--- config.mk ---
export PLATFORM = sky130hd
export DESIGN_NAME = phase_countdown_timer
export DESIGN_NICKNAME = d
export VERILOG_FILES = /design/src/rtl/phase_countdown_timer.sv
export SDC_FILE = /design/constraint.sdc
export NUM_CORES = 1
export LEC_CHECK = 0
export CAP_MARGIN = 20
export CORE_MARGIN = 5
export CORE_UTILIZATION = 58
export CTS_CLUSTER_SIZE = 40
export DETAILED_ROUTE_END_ITERATION = 12
export GPL_ROUTABILITY_DRIVEN = 0
export PLACE_DENSITY = 0.81
export SYNTH_ARGS = -nofsm -noshare
export SYNTH_HDL_FRONTEND = slang
export SYNTH_SLANG_ARGS = --single-unit
export TNS_END_PERCENT = 100
--- constraint.sdc ---
create_clock -name CLK -period 2.8 [get_ports CLK]
set_input_delay 0.28 -clock CLK [delete_from_list [all_inputs] [get_ports CLK]]
set_output_delay 0.28 -clock CLK [all_outputs]
set_load 0.01 [all_outputs]
--- src/rtl/phase_countdown_timer.sv ---
// Purpose: 3 s / 27 s countdown channels with per-second prescalers, a TICK pulse and a BCD display.
// Latency: counters update on the COUNT edge; TICK is registered (one cycle); DISP_* lag the source by one CLK.
// Backpressure: none. Each channel counts only while its C is high; LOAD wins over COUNT, otherwise it holds.
//
// Ports:
//   CLK, RSTn           clock; asynchronous active-low reset
//   C3, LD3n, SD3       3 s channel count enable, load (active-low), preset
//   C27, LD27n, SD27    27 s channel count enable, load (active-low), preset
//   T3, T27             done levels (registered)
//   CNT3, CNT27         remaining seconds per channel
//   TICK                one-cycle pulse after either channel's prescaler wraps
//   DISP_TENS/ONES      BCD of CNT3 when C3=1, otherwise of CNT27
module phase_countdown_timer #(
   parameter int TICK_DIV = 50_000_000,
   parameter int PS_W     = 26
) (
   input  logic       CLK,
   input  logic       RSTn,
   input  logic       C3,
   input  logic       LD3n,
   input  logic [5:0] SD3,
   input  logic       C27,
   input  logic       LD27n,
   input  logic [5:0] SD27,
   output logic       T3,
   output logic       T27,
   output logic [5:0] CNT3,
   output logic [5:0] CNT27,
   output logic       TICK,
   output logic [3:0] DISP_TENS,
   output logic [3:0] DISP_ONES
);

   localparam logic [PS_W-1:0] PS_LAST = PS_W'(TICK_DIV - 1);

   logic [5:0]      r_cnt3,  r_cnt27;
   logic [PS_W-1:0] r_ps3,   r_ps27;
   logic            r_done3, r_done27;
   logic            r_tick;
   logic [3:0]      r_disp_tens, r_disp_ones;

   logic [5:0]      w_cnt3_nxt,  w_cnt27_nxt;
   logic [PS_W-1:0] w_ps3_nxt,   w_ps27_nxt;
   logic            w_done3_nxt, w_done27_nxt;
   logic            w_tick3,     w_tick27;
   logic [5:0]      w_disp_src;
   logic [5:0]      w_disp_base;
   logic [3:0]      w_disp_tens;
   logic [5:0]      w_disp_ones;

   // A channel tick happens only in COUNT mode with the prescaler at its last phase.
   assign w_tick3  = LD3n  & C3  & (r_ps3  == PS_LAST);
   assign w_tick27 = LD27n & C27 & (r_ps27 == PS_LAST);

   // 3 s channel next state
   always_comb begin
      w_cnt3_nxt  = r_cnt3;
      w_ps3_nxt   = r_ps3;
      w_done3_nxt = r_done3;
      if (!LD3n) begin
         w_cnt3_nxt  = SD3;
         w_ps3_nxt   = '0;
         w_done3_nxt = 1'b0;
      end else if (C3) begin
         if (r_ps3 == PS_LAST) begin
            w_ps3_nxt = '0;
            if (r_cnt3 != 6'd0) w_cnt3_nxt = r_cnt3 - 6'd1;
            // cnt reaching 0 on this tick, or already sitting at 0
            if (r_cnt3 <= 6'd1) w_done3_nxt = 1'b1;
         end else begin
            w_ps3_nxt = r_ps3 + 1'b1;
            if (r_cnt3 == 6'd0) w_done3_nxt = 1'b1;
         end
      end
   end

   // 27 s channel next state
   always_comb begin
      w_cnt27_nxt  = r_cnt27;
      w_ps27_nxt   = r_ps27;
      w_done27_nxt = r_done27;
      if (!LD27n) begin
         w_cnt27_nxt  = SD27;
         w_ps27_nxt   = '0;
         w_done27_nxt = 1'b0;
      end else if (C27) begin
         if (r_ps27 == PS_LAST) begin
            w_ps27_nxt = '0;
            if (r_cnt27 != 6'd0) w_cnt27_nxt = r_cnt27 - 6'd1;
            if (r_cnt27 <= 6'd1) w_done27_nxt = 1'b1;
         end else begin
            w_ps27_nxt = r_ps27 + 1'b1;
            if (r_cnt27 == 6'd0) w_done27_nxt = 1'b1;
         end
      end
   end

   // Binary (0..63) to BCD: tens picked by range, ones is the remainder.
   assign w_disp_src = C3 ? r_cnt3 : r_cnt27;

   always_comb begin
      w_disp_tens = 4'd0;
      w_disp_base = 6'd0;
      if      (w_disp_src >= 6'd60) begin w_disp_tens = 4'd6; w_disp_base = 6'd60; end
      else if (w_disp_src >= 6'd50) begin w_disp_tens = 4'd5; w_disp_base = 6'd50; end
      else if (w_disp_src >= 6'd40) begin w_disp_tens = 4'd4; w_disp_base = 6'd40; end
      else if (w_disp_src >= 6'd30) begin w_disp_tens = 4'd3; w_disp_base = 6'd30; end
      else if (w_disp_src >= 6'd20) begin w_disp_tens = 4'd2; w_disp_base = 6'd20; end
      else if (w_disp_src >= 6'd10) begin w_disp_tens = 4'd1; w_disp_base = 6'd10; end
   end

   assign w_disp_ones = w_disp_src - w_disp_base;

   always_ff @(posedge CLK or negedge RSTn) begin
      if (!RSTn) begin
         r_cnt3      <= '0;
         r_ps3       <= '0;
         r_done3     <= 1'b0;
         r_cnt27     <= '0;
         r_ps27      <= '0;
         r_done27    <= 1'b0;
         r_tick      <= 1'b0;
         r_disp_tens <= '0;
         r_disp_ones <= '0;
      end else begin
         r_cnt3      <= w_cnt3_nxt;
         r_ps3       <= w_ps3_nxt;
         r_done3     <= w_done3_nxt;
         r_cnt27     <= w_cnt27_nxt;
         r_ps27      <= w_ps27_nxt;
         r_done27    <= w_done27_nxt;
         r_tick      <= w_tick3 | w_tick27;
         r_disp_tens <= w_disp_tens;
         r_disp_ones <= w_disp_ones[3:0];
      end
   end

   assign T3        = r_done3;
   assign T27       = r_done27;
   assign CNT3      = r_cnt3;
   assign CNT27     = r_cnt27;
   assign TICK      = r_tick;
   assign DISP_TENS = r_disp_tens;
   assign DISP_ONES = r_disp_ones;

endmodule
==> flow_metrics.tcl, run 1 <==
set metrics [dict create \
    p_leak_nw 2.02 \
    diodes 0 \
    die-area_mm2 0.00911 \
    fin_skew_ns 0.00539 \
    synth_common_cells "nor2_1, dfrtp_1, nand2_1" \
    detail-route-antenna-nets 0 \
    wirelength_um 9650 \
    yosysTopAreaCellShare 0.437 \
    routed_via_density 5.89 \
    end_kind "flip-flop" \
    worstPathRequired_ns 3.03 \
    drive_above_1_share 0.0954 \
    layout_min_cycle_time_ns 2.39 \
    crit_fanout 10 \
    yosys.cell_count.top_type "nor2_1" \
    setup_tns_ns 0 \
    cap_viol_max_count 0 \
    hold_viol_final 0 \
    area_growth_pct 18.5 \
    synth-seq-cells 74 \
    drc 0 \
    hpwlAfterDp_um 6910 \
    pin_count 41 \
    syn_inst 469 \
    synth_top_area_cell "dfrtp_1" \
    hold_buffers 1 \
    grt_pass1_wl_um 16500 \
    core-area_mm2 0.00718 \
    antenna_found_initial 0 \
    slew_headroom 0.575 \
    fin_nets 545 \
    fin_crit_sh 0.852 \
    drtIter0Drc 236 \
    grt_max_degree 49 \
    critPathKind "in -> reg" \
    setup-violations-final 0 \
    htree_levels 3 \
    synth_area_mm2 0.00423 \
    cts_tree "done" \
    drt_first_pass_iters 5 \
    arrival_ns 2.61 \
    grt_pass1_vias 3600 \
    synth_cell_type_count 61 \
    nFillCells 557 \
    syn_nets 495 \
    numPortBuffers 39 \
    post_cts_buffers 0 \
    synthTopCellsByArea "dfrtp_1, nor2_1, xor2_1, xnor2_1, nand4_1" \
    synth_flop_cell "dfrtp_1" \
    synth-edff-count 0 \
    clk_latency_ns 0.35 \
    tightest_slew_ns 0.637 \
    min_path_type "in -> async" \
    final_area_mm2 0.00502 \
    ctsResizeCount 0 \
    drv_slew 0 \
    die_x_um 95.4 \
    r2r_cells 6 \
    p_per_area_mw_per_mm2 494 \
    placementRows 31 \
    yosysSeqAreaShare 0.437 \
    async_reset_ff_frac 1.00 \
    overflow 0 \
    wl_per_cell_um 15.5 \
    irDropWorstVdd_v 0.000294 \
    crit_path_start_kind "input port" \
    cts_inserted_buffers 9 \
    routed-via-count 3667 \
    root_buffer "clkbuf_8" \
    dieHeight_um 95.4 \
    yosysWarningCount 0 \
    cts.reportedPaths.clkPinSlew_ns 0.07 \
    syn_avg_cell_area_um2 9.03 \
    grtUsageTotal 0.229 \
    rsz0062_at_grt "no" \
    fmax_mhz 419 \
    initial_core_util 0.590 \
    cts.sink_count 74 \
    placed_area_mm2 0.00477 \
    outcome "complete, no violations" \
    cts_max_path_buffers 2 \
]
[layout make-up]
type	instances	area, µm²	share of cell area
Clock buffer	12	165	0.0329
Clock inverter	4	72.6	0.0145
Inverter	19	71.3	0.0142
Multi-Input combinational cell	361	2220	0.442
Sequential cell	74	1850	0.369
Tap cell	99	124	0.0247
Timing Repair Buffer	54	513	0.102
[state kept, by name, indices dropped and copies added, names as in the netlist]
register,cells
TICK,1
DISP_TENS,3
T3,1
CNT3,6
r_ps3,26
DISP_ONES,4
r_ps27,26
CNT27,6
T27,1
[kinds of logic (layout without fill, tap and decap cells)]
group / after synthesis / after routing / synth area share
multiplexers: 14 / 14 / 0.0340
buffers and inverters: 34 / 89 / 0.0381
AO/OA/AOI/OAI: 60 / 60 / 0.0893
AND/OR/NAND/NOR: 236 / 236 / 0.288
adder cells (fa/ha/maj): 9 / 9 / 0.0278
flip-flops: 74 / 74 / 0.437
other: 1 / 1 / 0.000886
XOR/XNOR: 41 / 41 / 0.0848
[critical path, cell delays in order]
cell             delay, ns
clkdlybuf4s50_1       0.46
buf_4                 0.18
mux2_2                0.37
nor2_1                0.20
a211oi_1              0.08
a21oi_1               0.21
ha_1                  0.17
inv_1                 0.05
fa_1                  0.43
xor2_1                0.17
[layer usage]
| metal | wire, µm | track usage |
|---|---|---|
| met4 | 149 | 0.0746 |
| met5 | 0 | 0 |
| met3 | 563 | 0.0552 |
| met1 | 4170 | 0.293 |
| met2 | 4770 | 0.383 |
[power breakdown]
part / internal, mW / switching, mW / leakage (nW)
clock network: 0.573 / 0.392 / 0.119
logic: 0.173 / 0.181 / 0.922
registers: 1.12 / 0.0428 / 0.983
[per-stage QoR]
| step | hold slack, ns | cells | util | total power [mW] | worst slack (ns) |
|---|---|---|---|---|---|
| 4_1_cts | 0.490 | 623 | 0.699 | 2.50 | 0.448 |
| 6_report | 0.481 | 623 | 0.699 | 2.48 | 0.415 |
| 2_1_floorplan | -0.0156 | 469 | - | 1.34 | 0.624 |
| 5_1_grt | 0.494 | 623 | 0.699 | 2.59 | 0.309 |
| 3_5_place_dp | 0.337 | 606 | 0.665 | 1.53 | 0.0940 |
| 3_3_place_gp | 0.329 | 606 | 0.665 | 1.52 | 0.179 |
[placed cells by master (no fill, tap or decap), types with 4 or more instances in the layout]
| master | instances |
|---|---|
| inv_1 | 18 |
| or4_1 | 4 |
| and3_1 | 4 |
| nand2_1 | 35 |
| buf_4 | 13 |
| a21oi_1 | 23 |
| or3_1 | 7 |
| dfrtp_1 | 74 |
| a31oi_1 | 6 |
| nand3b_1 | 5 |
| xor2_1 | 22 |
| clkdlybuf4s50_1 | 38 |
| nor4_1 | 15 |
| nand3_1 | 26 |
| clkbuf_8 | 12 |
| nor2b_1 | 6 |
| o21ai_0 | 10 |
| mux2i_1 | 11 |
| ha_1 | 7 |
| nand2b_1 | 5 |
| nor3_1 | 13 |
| nor2_1 | 75 |
| nand4_1 | 22 |
| xnor2_1 | 19 |
[worst paths after layout]
kind / startpoint / end / slack [ns]
max in group asynchronous: RSTn / r_ps27[10]$_DFFE_PN0P_ / 1.65
min in group CLK: SD27[4] / CNT27[4]$_DFFE_PN0P_ / 0.50
max reg2reg: r_ps27[16]$_DFFE_PN0P_ / CNT27[5]$_DFFE_PN0P_ / 0.52
min reg2reg: T27$_DFFE_PN0P_ / T27$_DFFE_PN0P_ / 0.51
max: C3 / DISP_ONES[3]$_DFF_PN0_ / 0.41
min: RSTn / DISP_ONES[3]$_DFF_PN0_ / 0.48
Power figures use the tool's default switching activity.
==> run 2, diff against run 1 <==
HOLD_SLACK_MARGIN = 0.03   (was not set)
==> results of run 2 <==
The final DEF is identical to that of run 1; final timing and power are the same.
==> run 3, diff against run 2 <==
clock period = 2.54 ns   (was 2.8 ns; I/O delays follow)
==> run 3 against run 2 <==
Net effect: power grew 0.88%; clock power shrank 16%; setup slack worse by 0.10 ns; first-iteration DRC count rose by 6.4%; critical path type is now reg -> reg.
==> flow_metrics.tcl, run 3 (synthesis gave the netlist of run 1 again) <==
set metrics [dict create \
    antenna_found_initial 0 \
    cts_max_path_buffers 2 \
    power_mw 2.50 \
    crit_end "CNT27[4]$_DFFE_PN0P_" \
    routed_via_density 5.86 \
    detail-route-antenna-nets 0 \
    overflow 0 \
    multi_input_area_mm2 0.00222 \
    layout_min_cycle_time_ns 2.23 \
    area_growth_pct 18.9 \
    irDropWorstVdd_v 0.000261 \
    setup-violations-final 0 \
    drv_slew 0 \
    die-area_mm2 0.00911 \
    cts_tree "done" \
    setup_tns_ns 0 \
    grt_max_degree 48 \
    mostFrequentLayoutCell "nor2_1" \
    cap_viol_max_count 0 \
    arrival_ns 2.49 \
    die_x_um 95.4 \
    hpwlAfterDp_um 6940 \
    routed-via-count 3686 \
    cts_inserted_buffers 9 \
    wl_per_cell_um 15.5 \
    worstPathRequired_ns 2.81 \
    core-area_mm2 0.00718 \
    clk_latency_ns 0.35 \
    p_leak_nw 2.04 \
    diodes 0 \
    cts.reportedPaths.clkPinSlew_ns 0.08 \
    cpMaxStageDelayCell "or4b_1" \
    crit_fanout 12 \
    fin_hold_ws_ns 0.480 \
    wirelength_um 9740 \
    drt_first_pass_iters 6 \
    drc 0 \
    slew_headroom 0.542 \
    grt_pass1_wl_um 16500 \
    fmax_mhz 449 \
    r2r_cells 6 \
    min_path_type "in -> async" \
    crit_path_start "r_ps27[16]$_DFFE_PN0P_" \
    fin_crit_sh 0.877 \
    preCtsSetupSlack_ns -0.201 \
    p_per_area_mw_per_mm2 497 \
    drtIter0Drc 251 \
    initial_core_util 0.590 \
    finalCoreUtilization 0.701 \
    outcome "complete, no violations" \
    hold_viol_final 0 \
    final_cell_mix "nor2_1, dfrtp_1, clkdlybuf4s50_1" \
    r2r_end "CNT27[4]$_DFFE_PN0P_" \
    pin_count 41 \
    drive_above_1_share 0.108 \
    final_area_mm2 0.00503 \
    worst_slack_ns 0.313 \
    htree_levels 3 \
    cts.sink_count 74 \
    numPortBuffers 39 \
    fin_skew_ns 0.0177 \
    fin_cells 629 \
    rsz0062_at_grt "no" \
    placementRows 31 \
    grt_pass1_vias 3612 \
    placed_area_mm2 0.00485 \
    critPathMaxStageDelay_ns 0.55 \
    rr_startpoint "r_ps27[16]$_DFFE_PN0P_" \
    grtUsageTotal 0.231 \
    crit_path_start_kind "flip-flop" \
    dp.cells 615 \
    crit_chain "or4b_1, or4_4, nor3_4, buf_4, nand4_1, a31oi_1" \
    dieHeight_um 95.4 \
    fin_nets 554 \
    nFillCells 552 \
    root_buffer "clkbuf_8" \
    register_area_mm2 0.00185 \
    end_kind "flip-flop" \
    critPathKind "reg -> reg" \
    tightest_slew_ns 0.686 \
    reg2reg_setup_slack_ns 0.31 \
    reg_top3 "r_ps27 x26, r_ps3 x26" \
]
## run 3: worst min path at each step
stage | from | end | slack [ns] | cells past startpoint
after floorplan | RSTn | CNT27[0]$_DFFE_PN0P_ | -0.04 | 0
after global placement | RSTn | DISP_TENS[0]$_DFF_PN0_ | 0.32 | 1
after detailed placement | RSTn | DISP_TENS[0]$_DFF_PN0_ | 0.33 | 1
after CTS | SD27[3] | CNT27[3]$_DFFE_PN0P_ | 0.47 | 3
after global routing | SD27[4] | CNT27[4]$_DFFE_PN0P_ | 0.47 | 3
final | RSTn | DISP_ONES[1]$_DFF_PN0_ | 0.48 | 2
## run 3: report_power, final
| part | total (mW) | internal [mW] | switching (mW) |
|---|---|---|---|
| combinational | 0.414 | 0.210 | 0.204 |
| sequential | 1.28 | 1.23 | 0.0455 |
| clock | 0.809 | 0.392 | 0.418 |
## run 3: cell type report
class | instances | area share
Sequential cell | 74 | 0.368
Clock buffer | 11 | 0.0301
Timing Repair Buffer | 63 | 0.118
Multi-Input combinational cell | 361 | 0.442
Clock inverter | 2 | 0.00298
Tap cell | 99 | 0.0246
Inverter | 19 | 0.0142
## run 3: worst max-delay path, delay by kind of cell (launching register included)
kind | cells | cell delay, ns
compound gates | 1 | 0.19
simple gates | 4 | 1.32
buf+inv | 1 | 0.20
flops | 1 | 0.45
## run 3: repair_timing
| item | CTS | global route |
|---|---|---|
| hold buffers | 1 | 0 |
| setup endpoints to repair | 0 | 1 |
| hold endpoints to repair | 27 | 0 |
| gates resized for setup | 0 | 2 |
| setup buffers | 0 | 0 |
## run 3: layer usage
| layer | track usage | share of wire |
|---|---|---|
| met4 | 0.102 | 0.019 |
| met1 | 0.300 | 0.44 |
| met5 | 0 | 0 |
| met3 | 0.0347 | 0.053 |
| met2 | 0.382 | 0.49 |
